`config.mk`:
```
export PLATFORM = sky130hd
export DESIGN_NAME = alu_issue_stage
export DESIGN_NICKNAME = d
export VERILOG_FILES = /design/src/rtl/alu_pkg.sv /design/src/rtl/alu_decode.sv /design/src/rtl/alu_issue_stage.sv
export SDC_FILE = /design/constraint.sdc
export NUM_CORES = 1
export LEC_CHECK = 0
export ABC_CLOCK_PERIOD_IN_PS = 3750
export CORE_MARGIN = 1.5
export CORE_UTILIZATION = 31
export CTS_BUF_LIST = sky130_fd_sc_hd__clkbuf_8
export CTS_CLUSTER_DIAMETER = 50
export DETAILED_ROUTE_END_ITERATION = 6
export REMOVE_ABC_BUFFERS = 1
export SKIP_CTS_REPAIR_TIMING = 1
export SYNTH_ARGS = -nofsm -noshare
export SYNTH_HDL_FRONTEND = slang
export SYNTH_SLANG_ARGS = --single-unit
```
`constraint.sdc`:
```
create_clock -name clk -period 3.75 [get_ports clk]
set_input_delay 0.375 -clock clk [delete_from_list [all_inputs] [get_ports clk]]
set_output_delay 0.375 -clock clk [all_outputs]
set_load 0.01 [all_outputs]
```
`src/rtl/alu_pkg.sv`:
```
// Shared constants for the ALU issue path: ALU control codes,
// opcode/funct encodings and the operand-extension kinds.
package alu_pkg;

    localparam int CTRL_W = 4;

    localparam logic [3:0] ALU_ADD  = 4'd0;
    localparam logic [3:0] ALU_SUB  = 4'd1;
    localparam logic [3:0] ALU_AND  = 4'd2;
    localparam logic [3:0] ALU_OR   = 4'd3;
    localparam logic [3:0] ALU_XOR  = 4'd4;
    localparam logic [3:0] ALU_NOR  = 4'd5;
    localparam logic [3:0] ALU_SLT  = 4'd6;
    localparam logic [3:0] ALU_SLTU = 4'd7;
    localparam logic [3:0] ALU_SLL  = 4'd8;
    localparam logic [3:0] ALU_SRL  = 4'd9;
    localparam logic [3:0] ALU_SRA  = 4'd10;
    localparam logic [3:0] ALU_LUI  = 4'd11;

    localparam logic [5:0] OP_RTYPE = 6'h00;
    localparam logic [5:0] OP_ADDI  = 6'h08;
    localparam logic [5:0] OP_ADDIU = 6'h09;
    localparam logic [5:0] OP_SLTI  = 6'h0A;
    localparam logic [5:0] OP_SLTIU = 6'h0B;
    localparam logic [5:0] OP_ANDI  = 6'h0C;
    localparam logic [5:0] OP_ORI   = 6'h0D;
    localparam logic [5:0] OP_XORI  = 6'h0E;
    localparam logic [5:0] OP_LUI   = 6'h0F;

    localparam logic [5:0] FN_SLL  = 6'h00;
    localparam logic [5:0] FN_SRL  = 6'h02;
    localparam logic [5:0] FN_SRA  = 6'h03;
    localparam logic [5:0] FN_ADD  = 6'h20;
    localparam logic [5:0] FN_ADDU = 6'h21;
    localparam logic [5:0] FN_SUB  = 6'h22;
    localparam logic [5:0] FN_SUBU = 6'h23;
    localparam logic [5:0] FN_AND  = 6'h24;
    localparam logic [5:0] FN_OR   = 6'h25;
    localparam logic [5:0] FN_XOR  = 6'h26;
    localparam logic [5:0] FN_NOR  = 6'h27;
    localparam logic [5:0] FN_SLT  = 6'h2A;
    localparam logic [5:0] FN_SLTU = 6'h2B;

    // How in2 is formed: register rt, sign-/zero-extended imm, or imm<<16
    typedef enum logic [1:0] {
        EXT_REG,
        EXT_SIGN,
        EXT_ZERO,
        EXT_LUI
    } ext_e;

endpackage

```
`src/rtl/alu_decode.sv`:
```
// Combinational decoder: opcode/funct -> ALU control, operand
// extension kind, shamt usage and illegal flag.
import alu_pkg::*;

module alu_decode (
    input  logic [5:0]        opcode,
    input  logic [5:0]        funct,
    output logic [CTRL_W-1:0] aluctrl,
    output ext_e              ext,
    output logic              use_shamt,
    output logic              illegal
);

    always_comb begin
        aluctrl   = ALU_ADD;
        ext       = EXT_REG;
        use_shamt = 1'b0;
        illegal   = 1'b0;
        unique case (opcode)
            OP_RTYPE: begin
                use_shamt = 1'b1;
                unique case (funct)
                    FN_ADD, FN_ADDU: aluctrl = ALU_ADD;
                    FN_SUB, FN_SUBU: aluctrl = ALU_SUB;
                    FN_AND:  aluctrl = ALU_AND;
                    FN_OR:   aluctrl = ALU_OR;
                    FN_XOR:  aluctrl = ALU_XOR;
                    FN_NOR:  aluctrl = ALU_NOR;
                    FN_SLT:  aluctrl = ALU_SLT;
                    FN_SLTU: aluctrl = ALU_SLTU;
                    FN_SLL:  aluctrl = ALU_SLL;
                    FN_SRL:  aluctrl = ALU_SRL;
                    FN_SRA:  aluctrl = ALU_SRA;
                    default: begin
                        use_shamt = 1'b0;
                        illegal   = 1'b1;
                    end
                endcase
            end
            OP_ADDI, OP_ADDIU: begin
                aluctrl = ALU_ADD;
                ext     = EXT_SIGN;
            end
            OP_SLTI: begin
                aluctrl = ALU_SLT;
                ext     = EXT_SIGN;
            end
            OP_SLTIU: begin
                aluctrl = ALU_SLTU;
                ext     = EXT_SIGN;
            end
            OP_ANDI: begin
                aluctrl = ALU_AND;
                ext     = EXT_ZERO;
            end
            OP_ORI: begin
                aluctrl = ALU_OR;
                ext     = EXT_ZERO;
            end
            OP_XORI: begin
                aluctrl = ALU_XOR;
                ext     = EXT_ZERO;
            end
            OP_LUI: begin
                aluctrl = ALU_LUI;
                ext     = EXT_LUI;
            end
            default: illegal = 1'b1;
        endcase
    end

endmodule

```
`src/rtl/alu_issue_stage.sv`:
```
// ID->EX issue stage: decodes, builds ALU operands, registers them
// behind a 2-entry skid (output reg + skid reg). FWD_EN adds WB forwarding.
// Ports: clk/rst_n (sync, active-low), flush, id_* valid/ready input
// bundle, ex_* valid/ready ALU bundle, wb_* forwarding source (FWD_EN).
import alu_pkg::*;

module alu_issue_stage #(
    parameter int DATA_W  = 32,
    parameter int SHAMT_W = 5,
    parameter int CTRL_W  = alu_pkg::CTRL_W
) (
    input  logic               clk,
    input  logic               rst_n,
    input  logic               flush,
    input  logic               id_valid,
    output logic               id_ready,
    input  logic [5:0]         id_opcode,
    input  logic [5:0]         id_funct,
    input  logic [SHAMT_W-1:0] id_shamt,
    input  logic [15:0]        id_imm,
    input  logic [4:0]         id_rs_idx,
    input  logic [4:0]         id_rt_idx,
    input  logic [DATA_W-1:0]  id_rs_val,
    input  logic [DATA_W-1:0]  id_rt_val,
`ifdef FWD_EN
    input  logic               wb_we,
    input  logic [4:0]         wb_rd,
    input  logic [DATA_W-1:0]  wb_data,
`endif
    output logic               ex_valid,
    input  logic               ex_ready,
    output logic [DATA_W-1:0]  ex_in1,
    output logic [DATA_W-1:0]  ex_in2,
    output logic [SHAMT_W-1:0] ex_shamt,
    output logic [CTRL_W-1:0]  ex_aluctrl,
    output logic               ex_illegal
);

    typedef struct packed {
        logic [DATA_W-1:0]  in1;
        logic [DATA_W-1:0]  in2;
        logic [SHAMT_W-1:0] shamt;
        logic [CTRL_W-1:0]  ctrl;
        logic               ill;
    } ent_t;

    logic              dec_use_sh;
    logic              dec_ill;
    logic [3:0]        dec_ctrl;
    ext_e              dec_ext;
    logic [DATA_W-1:0] rs_v;
    logic [DATA_W-1:0] rt_v;
    ent_t              new_e;
    ent_t              out_e;
    ent_t              sk_e;
    logic              out_v;
    logic              sk_v;
    logic              acc;

    alu_decode u_dec (
        .opcode    (id_opcode),
        .funct     (id_funct),
        .aluctrl   (dec_ctrl),
        .ext       (dec_ext),
        .use_shamt (dec_use_sh),
        .illegal   (dec_ill)
    );

`ifdef FWD_EN
    always_comb begin
        rs_v = id_rs_val;
        rt_v = id_rt_val;
        if (wb_we && wb_rd != 5'd0 && wb_rd == id_rs_idx)
            rs_v = wb_data;
        if (wb_we && wb_rd != 5'd0 && wb_rd == id_rt_idx)
            rt_v = wb_data;
    end
`else
    logic unused_idx;
    assign unused_idx = ^{id_rs_idx, id_rt_idx};
    assign rs_v = id_rs_val;
    assign rt_v = id_rt_val;
`endif

    // Illegal entries still issue, but with neutral operands
    always_comb begin
        new_e      = '0;
        new_e.ctrl = CTRL_W'(dec_ctrl);
        new_e.ill  = dec_ill;
        if (!dec_ill) begin
            unique case (dec_ext)
                EXT_REG: begin
                    new_e.in1 = rs_v;
                    new_e.in2 = rt_v;
                end
                EXT_SIGN: begin
                    new_e.in1 = rs_v;
                    new_e.in2 = {{(DATA_W-16){id_imm[15]}}, id_imm};
                end
                EXT_ZERO: begin
                    new_e.in1 = rs_v;
                    new_e.in2 = {{(DATA_W-16){1'b0}}, id_imm};
                end
                EXT_LUI: begin
                    new_e.in2 = {id_imm, {(DATA_W-16){1'b0}}};
                end
            endcase
            if (dec_use_sh)
                new_e.shamt = id_shamt;
        end
    end

    // id_ready is a pure register output: no path from ex_ready
    assign id_ready = !sk_v;
    assign acc      = id_valid && id_ready;

    // Skid is only ever occupied while the output reg is full
    always_ff @(posedge clk) begin
        if (!rst_n) begin
            out_v <= 1'b0;
            sk_v  <= 1'b0;
            out_e <= '0;
            sk_e  <= '0;
        end else if (flush) begin
            out_v <= 1'b0;
            sk_v  <= 1'b0;
        end else if (!out_v || ex_ready) begin
            if (sk_v) begin
                out_e <= sk_e;
                out_v <= 1'b1;
                sk_v  <= 1'b0;
            end else if (acc) begin
                out_e <= new_e;
                out_v <= 1'b1;
            end else begin
                out_v <= 1'b0;
            end
        end else if (acc) begin
            sk_e <= new_e;
            sk_v <= 1'b1;
        end
    end

    assign ex_valid   = out_v;
    assign ex_in1     = out_e.in1;
    assign ex_in2     = out_e.in2;
    assign ex_shamt   = out_e.shamt;
    assign ex_aluctrl = out_e.ctrl;
    assign ex_illegal = out_e.ill;

endmodule

```
# After elaboration in Yosys (flattened, before gate mapping)
# Cells that the tools add are included.
[word_totals]
output_inout_bits = 76
latch_bits = 0
reg_bits = 150
word_cells = 71
n_memories = 0
romBits = 0
input_bits = 112
ramBits = 0
[classes]
div_mod_pow = 0
muxes = 15
bitwise_logic = 3
mul = 0
n_shift = 0
add_sub_neg = 0
n_lt_le_gt_ge = 0
n_reduce_logical = 18
eq_ne = 23
[ops]
columns = ["operator", "count"]
rows = [
  ["two-way mux 74 bit", 2],
  ["case mux 32 bit (4 select lines)", 1],
  ["two-way mux 69 bit", 1],
  ["equality test 6 bit, second input constant", 10],
  ["equality test 6 x 4 -> 1 bit, second input constant", 8],
  ["case mux 4 bit (10 select lines)", 1],
  ["two-way mux 32 bit", 1],
  ["case mux 4 bit (7 select lines)", 1],
  ["OR reduction 13 bit", 1],
  ["equality test 6 x 2 -> 1 bit, second input constant", 2],
  ["logical NOT 6 bit", 2],
  ["OR reduction 3 bit", 3],
  ["OR reduction 8 bit", 1],
  ["case mux 2 bit (3 select lines)", 1],
  ["AND reduction 3 bit", 2],
  ["two-way mux 1 bit", 5],
  ["two-way mux 5 bit", 1],
  ["equality test 2 bit, second input constant", 2],
  ["OR reduction 2 bit", 2],
  ["OR reduction 4 bit", 1],
  ["inverter 1 bit", 3],
  ["equality test 2 x 1 -> 1 bit, second input constant", 1],
  ["logical NOT 1 bit", 2],
  ["logical NOT 2 bit", 1],
  ["other kinds (4)", 4],
]

# Depth between registers and ports, before layout
[depth]
depth_word = 9
depth_mapped = 9
mapped_depth_nobuf = 5

# Modules after synthesis
# A second synthesis with hierarchy kept.
[unflattened]
hier_cells = 895
hier_area_um2 = 7293.2
[modules_own_cells]
columns = ["module", "seq_area_each_um2", "area_each_um2", "cells_per_inst", "n_inst"]
rows = [
  ["alu_issue_stage", 3002.9, 7031.7, 853, 1],
  ["alu_decode", 0.0, 261.5, 42, 1],
]

# Worst setup path after synthesis
# Ideal clock, no wire load.
[synth_timing]
path_kind = "input port to flip-flop"
startpoint = "in ex_ready"
endpoint = "reg sk_e[72] (netlist name)"
slack_ps = 2027
cell_stages = 8
t_arrival_ps = 1606
n_path_buf = 3
setup_time_ps = 117
t_required_ps = 3633
cell_sequence = "nand2b_1 > nor3b_4 > nor2b_1 > clkbuf_1 > buf_2 > buf_2 > nand2_1 > o21ai_1"
[synth_via]
elab_chain_cells = 3
[synth_rtl]
columns = ["element", "line", "text"]
rows = [
  ["from (decl)", "alu_issue_stage.sv:31", "input logic ex_ready,"],
  ["logical OR 1 bit", "alu_issue_stage.sv:127", "end else if (!out_v || ex_ready) begin"],
  ["inverter 1 bit (no source line)", "--", ""],
  ["AND reduction 3 bit (no source line)", "--", ""],
  ["to (signal assigned)", "alu_issue_stage.sv:139", "sk_e <= new_e;"],
  ["to (decl)", "alu_issue_stage.sv:55", "ent_t sk_e;"],
]
# Every way passes these cells.
# A chain may end at the register's enable or synchronous reset.

# Final worst setup path
[layout_timing]
startpoint = "in id_funct[3]"
endpoint = "reg sk_e[14] (netlist name)"
[layout_via]
elab_chain_cells = 5
elab_cells_between_ends = 17
cone_classes = "eq/ne: 12; mux: 3; reduce/logical: 2"
[layout_rtl]
columns = ["element", "line", "text"]
rows = [
  ["from (decl)", "alu_issue_stage.sv:18", "input logic [5:0] id_funct,"],
  ["equality test 6 bit, or another cell as far along", "alu_decode.sv:22", "unique case (funct)"],
  ["OR reduction 13 bit (no source line) *", "--", ""],
  ["two-way mux 1 bit *", "alu_decode.sv:22", ""],
  ["case mux 1 bit (2 select lines) *", "alu_decode.sv:19", "unique case (opcode)"],
  ["two-way mux 69 bit *", "alu_issue_stage.sv:90", "if (!dec_ill) begin"],
]
# Every way passes the cells marked *; elsewhere a longest branch is shown, timed or not.

==> flow_summary.ini <==
[setup_path]
path_buf_inv = 2
path_cells = clkdlybuf4s50_1 > nand2b_1 > a21oi_1 > o22a_1 > o22a_2 > buf_4 > o21ai_0
crit_required_ns = 4.07
critical_path.max_stage_delay_ns = 0.67
path_max_fanout = 22
critPathSlowestCell = clkdlybuf4s50_1
crit_path_start_kind = input pin
arrival_ns = 2.62
crit_family = compound AO/OA/AOI/OAI gates
crit_path_end_kind = register
critPathKind = input pin to register

[logic_synthesis]
yosysMostFrequentCell = dfxtp_1
netlist_area_um2 = 6440
yosysSeqAreaShare_pct = 46.6
ys_types = 49
syn_avg_cell_area_um2 = 8.34
async_flop_share_pct = 0
netlist_instances = 772
yosys_warnings = 0
ys_ff_latch = 150
synthFlopType = dfxtp_1
synthTopCellsByArea = dfxtp_1 47%, nand2_1 7.3%, o2bb2ai_1 6.4%
synth_top_cell_by_area = dfxtp_1
synthTopCellsByCount = 150 x dfxtp_1, 125 x nand2_1, 74 x o21ai_0
synth_edf_count = 0
synth_top_area_share_pct = 46.6

[detailed_routing]
via_count = 6045
totalWireLength_mm = 19.8
post-route-drc-count = 0
wl_per_cell_um = 16.6
dr.pass1.iters = 4
vias_per_cell = 5.05
ant_nets = 0
drtIter0Drc = 326

[timing]
period_share_pct = 61.1
hold_viol = 0
max-slew-margin-rel_pct = 50.2
fin_hold_ws_ns = 0.332
fin_crit_ns = 2.29
fmax_mhz = 436
setup_viol = 0
slew_viol_final = 0
rsz0062_at_grt = no
worst_pin_slew_ns = 0.745
clock_skew_ns = 0.0143

[global_route]
grt_pass1_wl_mm = 31.7
grt_usage_pct = 18.4
antenna_found_initial = 1
grt_start_max_net_pins = 68
grt_pass1_vias = 5839
overflow = 0

[cts]
cts_tree = yes
h-tree-depth = 4
cts_root_buf = clkbuf_8
clock_latency_ns = 0.44
path_clk_slew_ns = 0.09
cts_buffers = 17
clockBufferDepth = 2
cts_sinks = 150

[min_path]
hp-class = input pin to register

[floorplanning]
die_w_um = 147
io_pins = 188
die_h_um = 147
die-area_um2 = 21700
rows = 52
start_util_pct = 31.7
coreArea_um2 = 20300

[power]
power.leakage_uw = 0.00304
powerDensity_nw_per_um2 = 374
ir_worst_vdd_mv = 0.182

[outcome]
status = completed

[final_layout]
nets = 1027
final_layout_size_suffix_gt1_share_pct = 9.06
multi_input_area_um2 = 3010
syn_to_final_growth_pct = 37.5
regArea_um2 = 3000
num_antenna_cells = 0
fillers = 2040
final_area_um2 = 8860

[run]
cap_viol_max_count = 0

[placement]
placed_cell_area_um2 = 8430
dp_hpwl_mm = 12.8
place.gp.congestion = 0.762
port_buffers = 177
[where the power goes]
group,leakage (uW),switching [uW],internal (uW)
sequential,0.00121,8.47,1610
combinational,0.00161,180,168
clock,0.000224,605,740
total,0.00304,794,2510
[layout by cell type (no fill, tap or decap), drive strengths merged, types with 2 or more instances in the layout]
master and instances:
buf 19, clkbuf 22, o21ai 138, clkdlybuf4s50 176
a22o 5, nand3b 2, nand2 126, nand3 68
dfxtp 150, nand4 2, nand2b 4, o22ai 5
inv 39, o22a 2, and3 3, nor2 11
a32oi 5, clkinv 2, o2bb2ai 47, bufinv 3
a21oi 13, nor2b 7, a31oi 3, a22oi 48
nor3 5, nor3b 2, mux2i 4
[cells by family (layout without fill, tap and decap cells)]
group | count (synthesis) | in the layout | synth area share (%)
compound gates | 274 | 274 | 28.4
simple gates | 236 | 236 | 16.8
flops | 150 | 150 | 46.6
buf+inv | 107 | 262 | 7.38
mux | 4 | 4 | 0.622
xor+xnor | 1 | 1 | 0.136
[path summary, 6_finish.rpt]
path / to / from / cells past startpoint / slack [ns]
worst min register to register: sk_e[66] / sk_e[66] / 2 / 0.45
worst max-delay path: sk_e[14] / id_funct[3] / 7 / 1.46
worst max register to register: sk_e[14] / sk_v / 6 / 1.47
worst min-delay path: ex_aluctrl[0] / rst_n / 2 / 0.33
[per-stage QoR]
| stage | cells | total power [uW] | setup WS [ns] | util, % | setup TNS (ns) |
|---|---|---|---|---|---|
| after global routing | 1197 | 3450 | 1.26 | 43.6 | 0 |
| after CTS | 1197 | 3350 | 1.44 | 43.6 | 0 |
| after global placement | 1166 | 2000 | 1.00 | 41.5 | 0 |
| final | 1197 | 3310 | 1.46 | 43.6 | 0 |
| after floorplan | 701 | 1770 | -2.42 | - | -126.51 |
| after detailed placement | 1166 | 2000 | 0.999 | 41.5 | 0 |
[worst reg2reg max path, cell delays in order (launching register included)]
cell	delay [ns]
dfxtp_2	0.47
nor2b_2	0.18
nor3b_4	0.52
nand2_2	0.13
o22a_2	0.45
buf_4	0.31
o21ai_0	0.16
[registers in the layout, summed over array words and instances (netlist names)]
register	cells
ex_in1	32
sk_e	74
ex_shamt	5
ex_in2	32
sk_v	1
ex_aluctrl	4
ex_illegal	1
ex_valid	1
[metal layers]
metal	track usage [%]	share of wire [%]
met3	5.47	7.6
met4	4.95	0.86
met2	29.2	45
met5	0	0
met1	24.5	47
[area by class of cell]
| class | count | area share [%] |
|---|---|---|
| Sequential cell | 150 | 33.9 |
| Multi-Input combinational cell | 515 | 34.0 |
| Inverter | 36 | 1.53 |
| Tap cell | 270 | 3.81 |
| Timing Repair Buffer | 195 | 21.9 |
| Clock inverter | 9 | 1.40 |
| Clock buffer | 22 | 3.42 |
Power figures use the tool's default switching activity.
